$ cat config.mk
export PLATFORM = sky130hd
export DESIGN_NAME = butterfly_inv_flat
export DESIGN_NICKNAME = d
export VERILOG_FILES = /design/src/rtl/fft_pkg.sv /design/src/rtl/butterfly_inv_if.sv /design/src/rtl/butterfly_inv_cmul.sv /design/src/rtl/butterfly_inv.sv /design/src/flat_wrapper.sv
export SDC_FILE = /design/constraint.sdc
export NUM_CORES = 2
export LEC_CHECK = 0
export ABC_AREA = 1
export CAP_MARGIN = 20
export CELL_PAD_IN_SITES_DETAIL_PLACEMENT = 1
export CELL_PAD_IN_SITES_GLOBAL_PLACEMENT = 2
export CORE_ASPECT_RATIO = 1.5
export CORE_MARGIN = 2
export CORE_UTILIZATION = 43
export DETAILED_ROUTE_END_ITERATION = 7
export PLACE_DENSITY = 0.89
export SYNTH_ARGS = -nofsm -noshare
export SYNTH_HDL_FRONTEND = slang
export SYNTH_SLANG_ARGS = --single-unit
$ cat constraint.sdc
create_clock -name clk -period 33.8 [get_ports clk]
set_input_delay 6.76 -clock clk [delete_from_list [all_inputs] [get_ports clk]]
set_output_delay 6.76 -clock clk [all_outputs]
set_load 0.01 [all_outputs]
$ cat src/rtl/fft_pkg.sv
// Shared types and fixed-point constants for the FFT butterfly blocks.
// The functions give the same constants for component widths other than the default.
package fft_pkg;

  localparam int DW_DEFAULT = 16;

  typedef struct packed {
    logic signed [DW_DEFAULT-1:0] re;
    logic signed [DW_DEFAULT-1:0] im;
  } cplx_t;

  function automatic int qshift(input int dw);
    return dw - 1;
  endfunction

  // Half an LSB of the Q1.(dw-1) product, added before the truncating shift.
  function automatic longint round_k(input int dw);
    return longint'(1) << (dw - 2);
  endfunction

  localparam int     QSHIFT  = qshift(DW_DEFAULT);
  localparam longint ROUND_C = round_k(DW_DEFAULT);

endpackage

$ cat src/rtl/butterfly_inv_if.sv
// Handshake and data bundle of the inverse butterfly: input side x/y/w, output side a/b.
interface butterfly_inv_if #(
  parameter int DW = 16
);
  logic          in_valid;
  logic          in_ready;
  logic [2*DW-1:0] x;
  logic [2*DW-1:0] y;
  logic [2*DW-1:0] w;
  logic          out_valid;
  logic          out_ready;
  logic [2*DW-1:0] a;
  logic [2*DW-1:0] b;
  logic          ovf;

  modport master (
    output in_valid, x, y, w, out_ready,
    input  in_ready, out_valid, a, b, ovf
  );

  modport slave (
    input  in_valid, x, y, w, out_ready,
    output in_ready, out_valid, a, b, ovf
  );
endinterface

$ cat src/rtl/butterfly_inv_cmul.sv
// cmul: registered four-product stage (S2) and round/reduce stage (S3) of d*conj(w).
// BUTTERFLY_INV_SAT_EN selects clamping with a sticky ovf; otherwise results wrap.
module cmul
  import fft_pkg::*;
#(
  parameter int DW = DW_DEFAULT
) (
  input  logic                 clk,
  input  logic                 rst,
  input  logic                 en,
  input  logic                 in_valid,
  input  logic signed [DW-1:0] d_re,
  input  logic signed [DW-1:0] d_im,
  input  logic signed [DW-1:0] wc_re,
  input  logic signed [DW-1:0] wc_im,
  output logic                 out_valid,
  output logic [2*DW-1:0]      b,
  output logic                 ovf
);
  localparam int PW = 2 * DW;
  localparam int SW = 2 * DW + 1;
  localparam int QS = qshift(DW);
  localparam logic signed [SW-1:0] RND   = SW'(round_k(DW));
  localparam logic signed [DW-1:0] MAX_V = {1'b0, {(DW-1){1'b1}}};
  localparam logic signed [DW-1:0] MIN_V = {1'b1, {(DW-1){1'b0}}};

  logic                 v2;
  logic signed [PW-1:0] p_rr, p_ii, p_ri, p_ir;
  logic signed [SW-1:0] s_re, s_im, r_re, r_im;
  logic signed [DW-1:0] q_re, q_im;

  always_ff @(posedge clk) begin
    if (rst) v2 <= 1'b0;
    else if (en) v2 <= in_valid;
  end

  always_ff @(posedge clk) begin
    if (en) begin
      p_rr <= PW'(d_re) * PW'(wc_re);
      p_ii <= PW'(d_im) * PW'(wc_im);
      p_ri <= PW'(d_re) * PW'(wc_im);
      p_ir <= PW'(d_im) * PW'(wc_re);
    end
  end

  assign s_re = SW'(p_rr) - SW'(p_ii);
  assign s_im = SW'(p_ri) + SW'(p_ir);
  assign r_re = (s_re + RND) >>> QS;
  assign r_im = (s_im + RND) >>> QS;

`ifdef BUTTERFLY_INV_SAT_EN
  logic inr_re, inr_im;

  assign inr_re = (r_re >= SW'(MIN_V)) && (r_re <= SW'(MAX_V));
  assign inr_im = (r_im >= SW'(MIN_V)) && (r_im <= SW'(MAX_V));
  assign q_re   = inr_re ? DW'(r_re) : (r_re[SW-1] ? MIN_V : MAX_V);
  assign q_im   = inr_im ? DW'(r_im) : (r_im[SW-1] ? MIN_V : MAX_V);

  // Only results actually entering S3 may set the flag, never bubbles.
  always_ff @(posedge clk) begin
    if (rst) ovf <= 1'b0;
    else if (en && v2 && !(inr_re && inr_im)) ovf <= 1'b1;
  end
`else
  assign q_re = DW'(r_re);
  assign q_im = DW'(r_im);
  assign ovf  = 1'b0;
`endif

  always_ff @(posedge clk) begin
    if (rst) begin
      out_valid <= 1'b0;
      b         <= '0;
    end else if (en) begin
      out_valid <= v2;
      b         <= {q_re, q_im};
    end
  end

endmodule

$ cat src/rtl/butterfly_inv.sv
// butterfly_inv: undoes a radix-2 butterfly, a = (x+y)/2, b = ((x-y)/2)*conj(w), 3-cycle pipeline.
// Define BUTTERFLY_INV_SAT_EN to clamp b and raise the sticky ovf; otherwise b wraps.
module butterfly_inv
  import fft_pkg::*;
#(
  parameter int DW = DW_DEFAULT
) (
  input logic            clk,
  input logic            rst,
  butterfly_inv_if.slave bus
);
  localparam logic signed [DW-1:0] MAX_V = {1'b0, {(DW-1){1'b1}}};
  localparam logic signed [DW-1:0] MIN_V = {1'b1, {(DW-1){1'b0}}};

  logic signed [DW-1:0] x_re, x_im, y_re, y_im, w_re, w_im, wc_im;
  logic signed [DW:0]   sum_re, sum_im, dif_re, dif_im;
  logic signed [DW-1:0] a1_re, a1_im, d1_re, d1_im, wc1_re, wc1_im;
  logic [2*DW-1:0]      a2, a3, b3;
  logic                 v1, v3, ovf_q;
  logic                 stall, en;

  assign {x_re, x_im} = bus.x;
  assign {y_re, y_im} = bus.y;
  assign {w_re, w_im} = bus.w;

  assign sum_re = {x_re[DW-1], x_re} + {y_re[DW-1], y_re};
  assign sum_im = {x_im[DW-1], x_im} + {y_im[DW-1], y_im};
  assign dif_re = {x_re[DW-1], x_re} - {y_re[DW-1], y_re};
  assign dif_im = {x_im[DW-1], x_im} - {y_im[DW-1], y_im};

  // -MIN has no DW-bit representation, so it pins to MAX.
  assign wc_im = (w_im == MIN_V) ? MAX_V : -w_im;

  // Whole pipeline freezes only when a finished result is refused; reset always lets it flush.
  assign stall = v3 && !bus.out_ready && !rst;
  assign en    = !stall;

  always_ff @(posedge clk) begin
    if (rst) v1 <= 1'b0;
    else if (en) v1 <= bus.in_valid;
  end

  always_ff @(posedge clk) begin
    if (en) begin
      a1_re  <= DW'(sum_re >>> 1);
      a1_im  <= DW'(sum_im >>> 1);
      d1_re  <= DW'(dif_re >>> 1);
      d1_im  <= DW'(dif_im >>> 1);
      wc1_re <= w_re;
      wc1_im <= wc_im;
      a2     <= {a1_re, a1_im};
    end
  end

  always_ff @(posedge clk) begin
    if (rst) a3 <= '0;
    else if (en) a3 <= a2;
  end

  cmul #(.DW(DW)) u_cmul (
    .clk       (clk),
    .rst       (rst),
    .en        (en),
    .in_valid  (v1),
    .d_re      (d1_re),
    .d_im      (d1_im),
    .wc_re     (wc1_re),
    .wc_im     (wc1_im),
    .out_valid (v3),
    .b         (b3),
    .ovf       (ovf_q)
  );

  assign bus.in_ready  = !stall;
  assign bus.out_valid = v3;
  assign bus.a         = a3;
  assign bus.b         = b3;
  assign bus.ovf       = ovf_q;

endmodule

$ cat src/flat_wrapper.sv
// flat-port wrapper written by rule: the top's interface ports become plain ports
module butterfly_inv_flat import fft_pkg::*;
#(
  parameter int DW = DW_DEFAULT
)
  (clk, rst, bus_in_valid, bus_x, bus_y, bus_w, bus_out_ready, bus_in_ready, bus_out_valid, bus_a, bus_b, bus_ovf);
  butterfly_inv_if #(.DW(DW)) bus_i ();
  input logic clk;
  input logic rst;
  input wire logic [$bits(bus_i.in_valid)-1:0] bus_in_valid;
  input wire logic [$bits(bus_i.x)-1:0] bus_x;
  input wire logic [$bits(bus_i.y)-1:0] bus_y;
  input wire logic [$bits(bus_i.w)-1:0] bus_w;
  input wire logic [$bits(bus_i.out_ready)-1:0] bus_out_ready;
  output wire logic [$bits(bus_i.in_ready)-1:0] bus_in_ready;
  output wire logic [$bits(bus_i.out_valid)-1:0] bus_out_valid;
  output wire logic [$bits(bus_i.a)-1:0] bus_a;
  output wire logic [$bits(bus_i.b)-1:0] bus_b;
  output wire logic [$bits(bus_i.ovf)-1:0] bus_ovf;
  assign bus_i.in_valid = bus_in_valid;
  assign bus_i.x = bus_x;
  assign bus_i.y = bus_y;
  assign bus_i.w = bus_w;
  assign bus_i.out_ready = bus_out_ready;
  assign bus_in_ready = bus_i.in_ready;
  assign bus_out_valid = bus_i.out_valid;
  assign bus_a = bus_i.a;
  assign bus_b = bus_i.b;
  assign bus_ovf = bus_i.ovf;
  butterfly_inv #(.DW(DW)) u_core (.clk(clk), .rst(rst), .bus(bus_i));
endmodule
==> qor.yml <==
die:
  die_h_um: 460
  core_mm2: 0.138
  rows: 167
  ios: 167
  die_x_um: 308
  initial_core_util_pct: 43.3
  die_area_mm2: 0.142
global_routing:
  grt_max_degree: 156
  grt.overflow.total: 0
  grt_pass1_vias: 54756
  grtUsageTotal_pct: 27.2
  antenna_found_initial: 4
  grt_pass1_wl_mm: 297
place:
  dpl.cell_count: 9315
  gp_congestion: 0.894
  dpl.hpwl_mm: 152
  portBuffers: 165
  pre_cts_ws_ns: 18.29
sta:
  fin_skew_ns: 0.0263
  worst_slack_ns: 18.33
  post-route-period-util_pct: 45.8
  final-max-slew-violation-count: 0
  holdWs_ns: 0.417
  max_freq_mhz: 64.6
  setup_violations: 0
  setup_tns_ns: 0
  maxSlewHeadroom_pct: 41.3
  period_needed_ns: 15.47
  rsz0062_at_grt: "no"
  hold_viol_final: 0
  worst_pin_slew_ns: 0.880
finish:
  diodes: 0
  drive_gt1_share_pct: 2.65
  area_delta_synth_final_pct: 7.97
  final_common_cell: "inv_1"
  instances_no_fill: 9384
  finalNetCount: 9205
  layout_common_cells: "2,105 x inv_1, 1,947 x nand2_1, 1,028 x fa_1, 495 x ha_1, 358 x nor2_1"
synth:
  synth-xor-area-share_pct: 2.58
  ys_seq_area_share_pct: 14.9
  synth.avg_cell_area_um2: 7.91
  synth_area_mm2: 0.0597
  postSynthCellCount: 7543
  synthesis.nets: 9166
  synth-simple-area-share_pct: 18.6
  async_reset_ff_share_pct: 0
  ys_ff_latch: 319
  ys.flop_type: "edfxtp_1"
  synth_top_family_by_area: "adder cells"
  synthAdderAreaFrac_pct: 44.9
  yosysWarnings: 0
  synth_edf_count: 252
  synth_compound_area_share_pct: 4.07
  synthMuxAreaShare_pct: 0
  synth_cell_type_count: 55
clocking:
  clock-sinks: 319
  cts.repair.resized: 0
  cts.clk_slew.worst_paths_ns: 0.06
  cts_buffer_depth: 3
  post_cts_buffers: 0
  cts-hold-fix-buffers: 0
  numCtsBuffers: 39
  cts_tree: "built"
  cts-root-buf: "clkbuf_16"
  worstSkewPairLatency_ns: 0.63
  h-tree-depth: 2
critical_path:
  cpMaxStageDelayCell: "clkdlybuf4s50_1"
  critPathMaxStageDelay_ns: 0.62
  cp_max_fo: 31
  crit_arrival_ns: 8.71
  end_kind: "primary output"
  cp_common_cell: "clkdlybuf4s50_1"
  worst-r2r-setup-slack_ns: 26.78
  crit_chain: "clkdlybuf4s50_1 -> buf_4 -> inv_1 -> nand2_4 -> clkdlybuf4s50_1"
  cp.required_ns: 27.04
  path_class: "input pin to primary output"
  cp-start-kind: "input pin"
drt:
  wl_met2_mm: 99.5
  wire_per_inst_um: 20.0
  via_per_inst: 5.13
  drc: 0
  routed_wl_mm: 188
  antenna_left: 0
  wl_met3_mm: 6.51
  wl_met1_mm: 71.9
  vias: 48132
  maxUsedRoutingLayer: "met5"
  drt-pass1-iter-count: 5
  dr.first_iter.drc_count: 2058
flow_run:
  maxCapViolations: 0
min_path:
  hold_class: "flop to flop"
status:
  status: "completed"
-- flip-flops by register name (all words and copies together), names as in the netlist --
signal and cells:
u_core.u_cmul.p_ii 31, u_core.u_cmul.out_valid 1, u_core.v1 1, u_core.u_cmul.p_ri 31, u_core.u_cmul.p_rr 31, u_core.u_cmul.b 32, u_core.d1_re 16, u_core.u_cmul.v2 1
u_core.u_cmul.p_ir 31, u_core.a2 32, u_core.wc1_im 16, u_core.a1_re 16, u_core.bus.a 32, u_core.d1_im 16, u_core.a1_im 16, u_core.wc1_re 16
-- worst max-delay path: cells and delay by family --
family	cells	cell delay, ns
buffers and inverters	4	1.57
AND/OR/NAND/NOR	1	0.35
-- final cells by class --
cell class	instances	area, um2
clock buffer	46	1030
clock inverter	23	248
fill	16883	73500
inverter	2117	7950
multi-input combinational	4872	41900
sequential	319	8910
tap	1774	2220
timing repair buffer	233	2190
-- per-layer routing --
| metal | up-vias | global-route usage (%) |
|---|---|---|
| li1 | 22111 | - |
| met1 | 24653 | 30.6 |
| met2 | 971 | 51.3 |
| met3 | 391 | 2.72 |
| met4 | 6 | 12.4 |
| met5 | - | 0 |
-- cell usage after synthesis (24+ instances only) --
| master | instances | area, um2 |
|---|---|---|
| fa_1 | 1028 | 20600 |
| nand2_1 | 1948 | 7310 |
| xnor2_1 | 43 | 377 |
| a21oi_1 | 220 | 1100 |
| o21bai_1 | 28 | 210 |
| edfxtp_1 | 252 | 7570 |
| nand4_1 | 54 | 338 |
| nor2_1 | 358 | 1340 |
| o21ai_0 | 95 | 475 |
| clkbuf_1 | 209 | 785 |
| ha_1 | 495 | 6190 |
| dfxtp_1 | 67 | 1340 |
| xor2_1 | 133 | 1160 |
| nand3_1 | 250 | 1250 |
| a21o_1 | 24 | 180 |
| inv_1 | 2105 | 7900 |
| nor3_1 | 41 | 205 |
-- stage by stage --
| step | area, um2 | util, % |
|---|---|---|
| floorplan | 59700 | - |
| global placement | 63100 | 45.8 |
| detailed placement | 63100 | 45.8 |
| CTS | 64400 | 46.7 |
| global route | 64400 | 46.7 |
| finish | 64400 | 46.7 |
-- logic make-up (layout without fill, tap and decap cells) --
group | after synthesis | after routing
flops | 319 | 319
compound gates | 429 | 429
xor+xnor | 176 | 176
fa+ha+maj | 1523 | 1523
simple gates | 2743 | 2743
buf+inv | 2352 | 2419
other cells | 1 | 1
-- path summary, 6_finish.rpt --
| kind | from | to | depth (start not counted) |
|---|---|---|---|
| min reg2reg | u_core.a1_re[6]$_DFFE_PN_ | u_core.a2[22]$_DFFE_PN_ | 0 |
| max | rst | bus_in_ready | 5 |
| max reg2reg | u_core.wc1_im[1]$_SDFFCE_PN1N_ | u_core.u_cmul.p_ri[30]$_DFFE_PN_ | 21 |
| min | u_core.a1_re[6]$_DFFE_PN_ | u_core.a2[22]$_DFFE_PN_ | 0 |
Power is left out: the tool's default activity adds up to more than one toggle a clock period on the data nets, which glitch-free logic cannot reach.
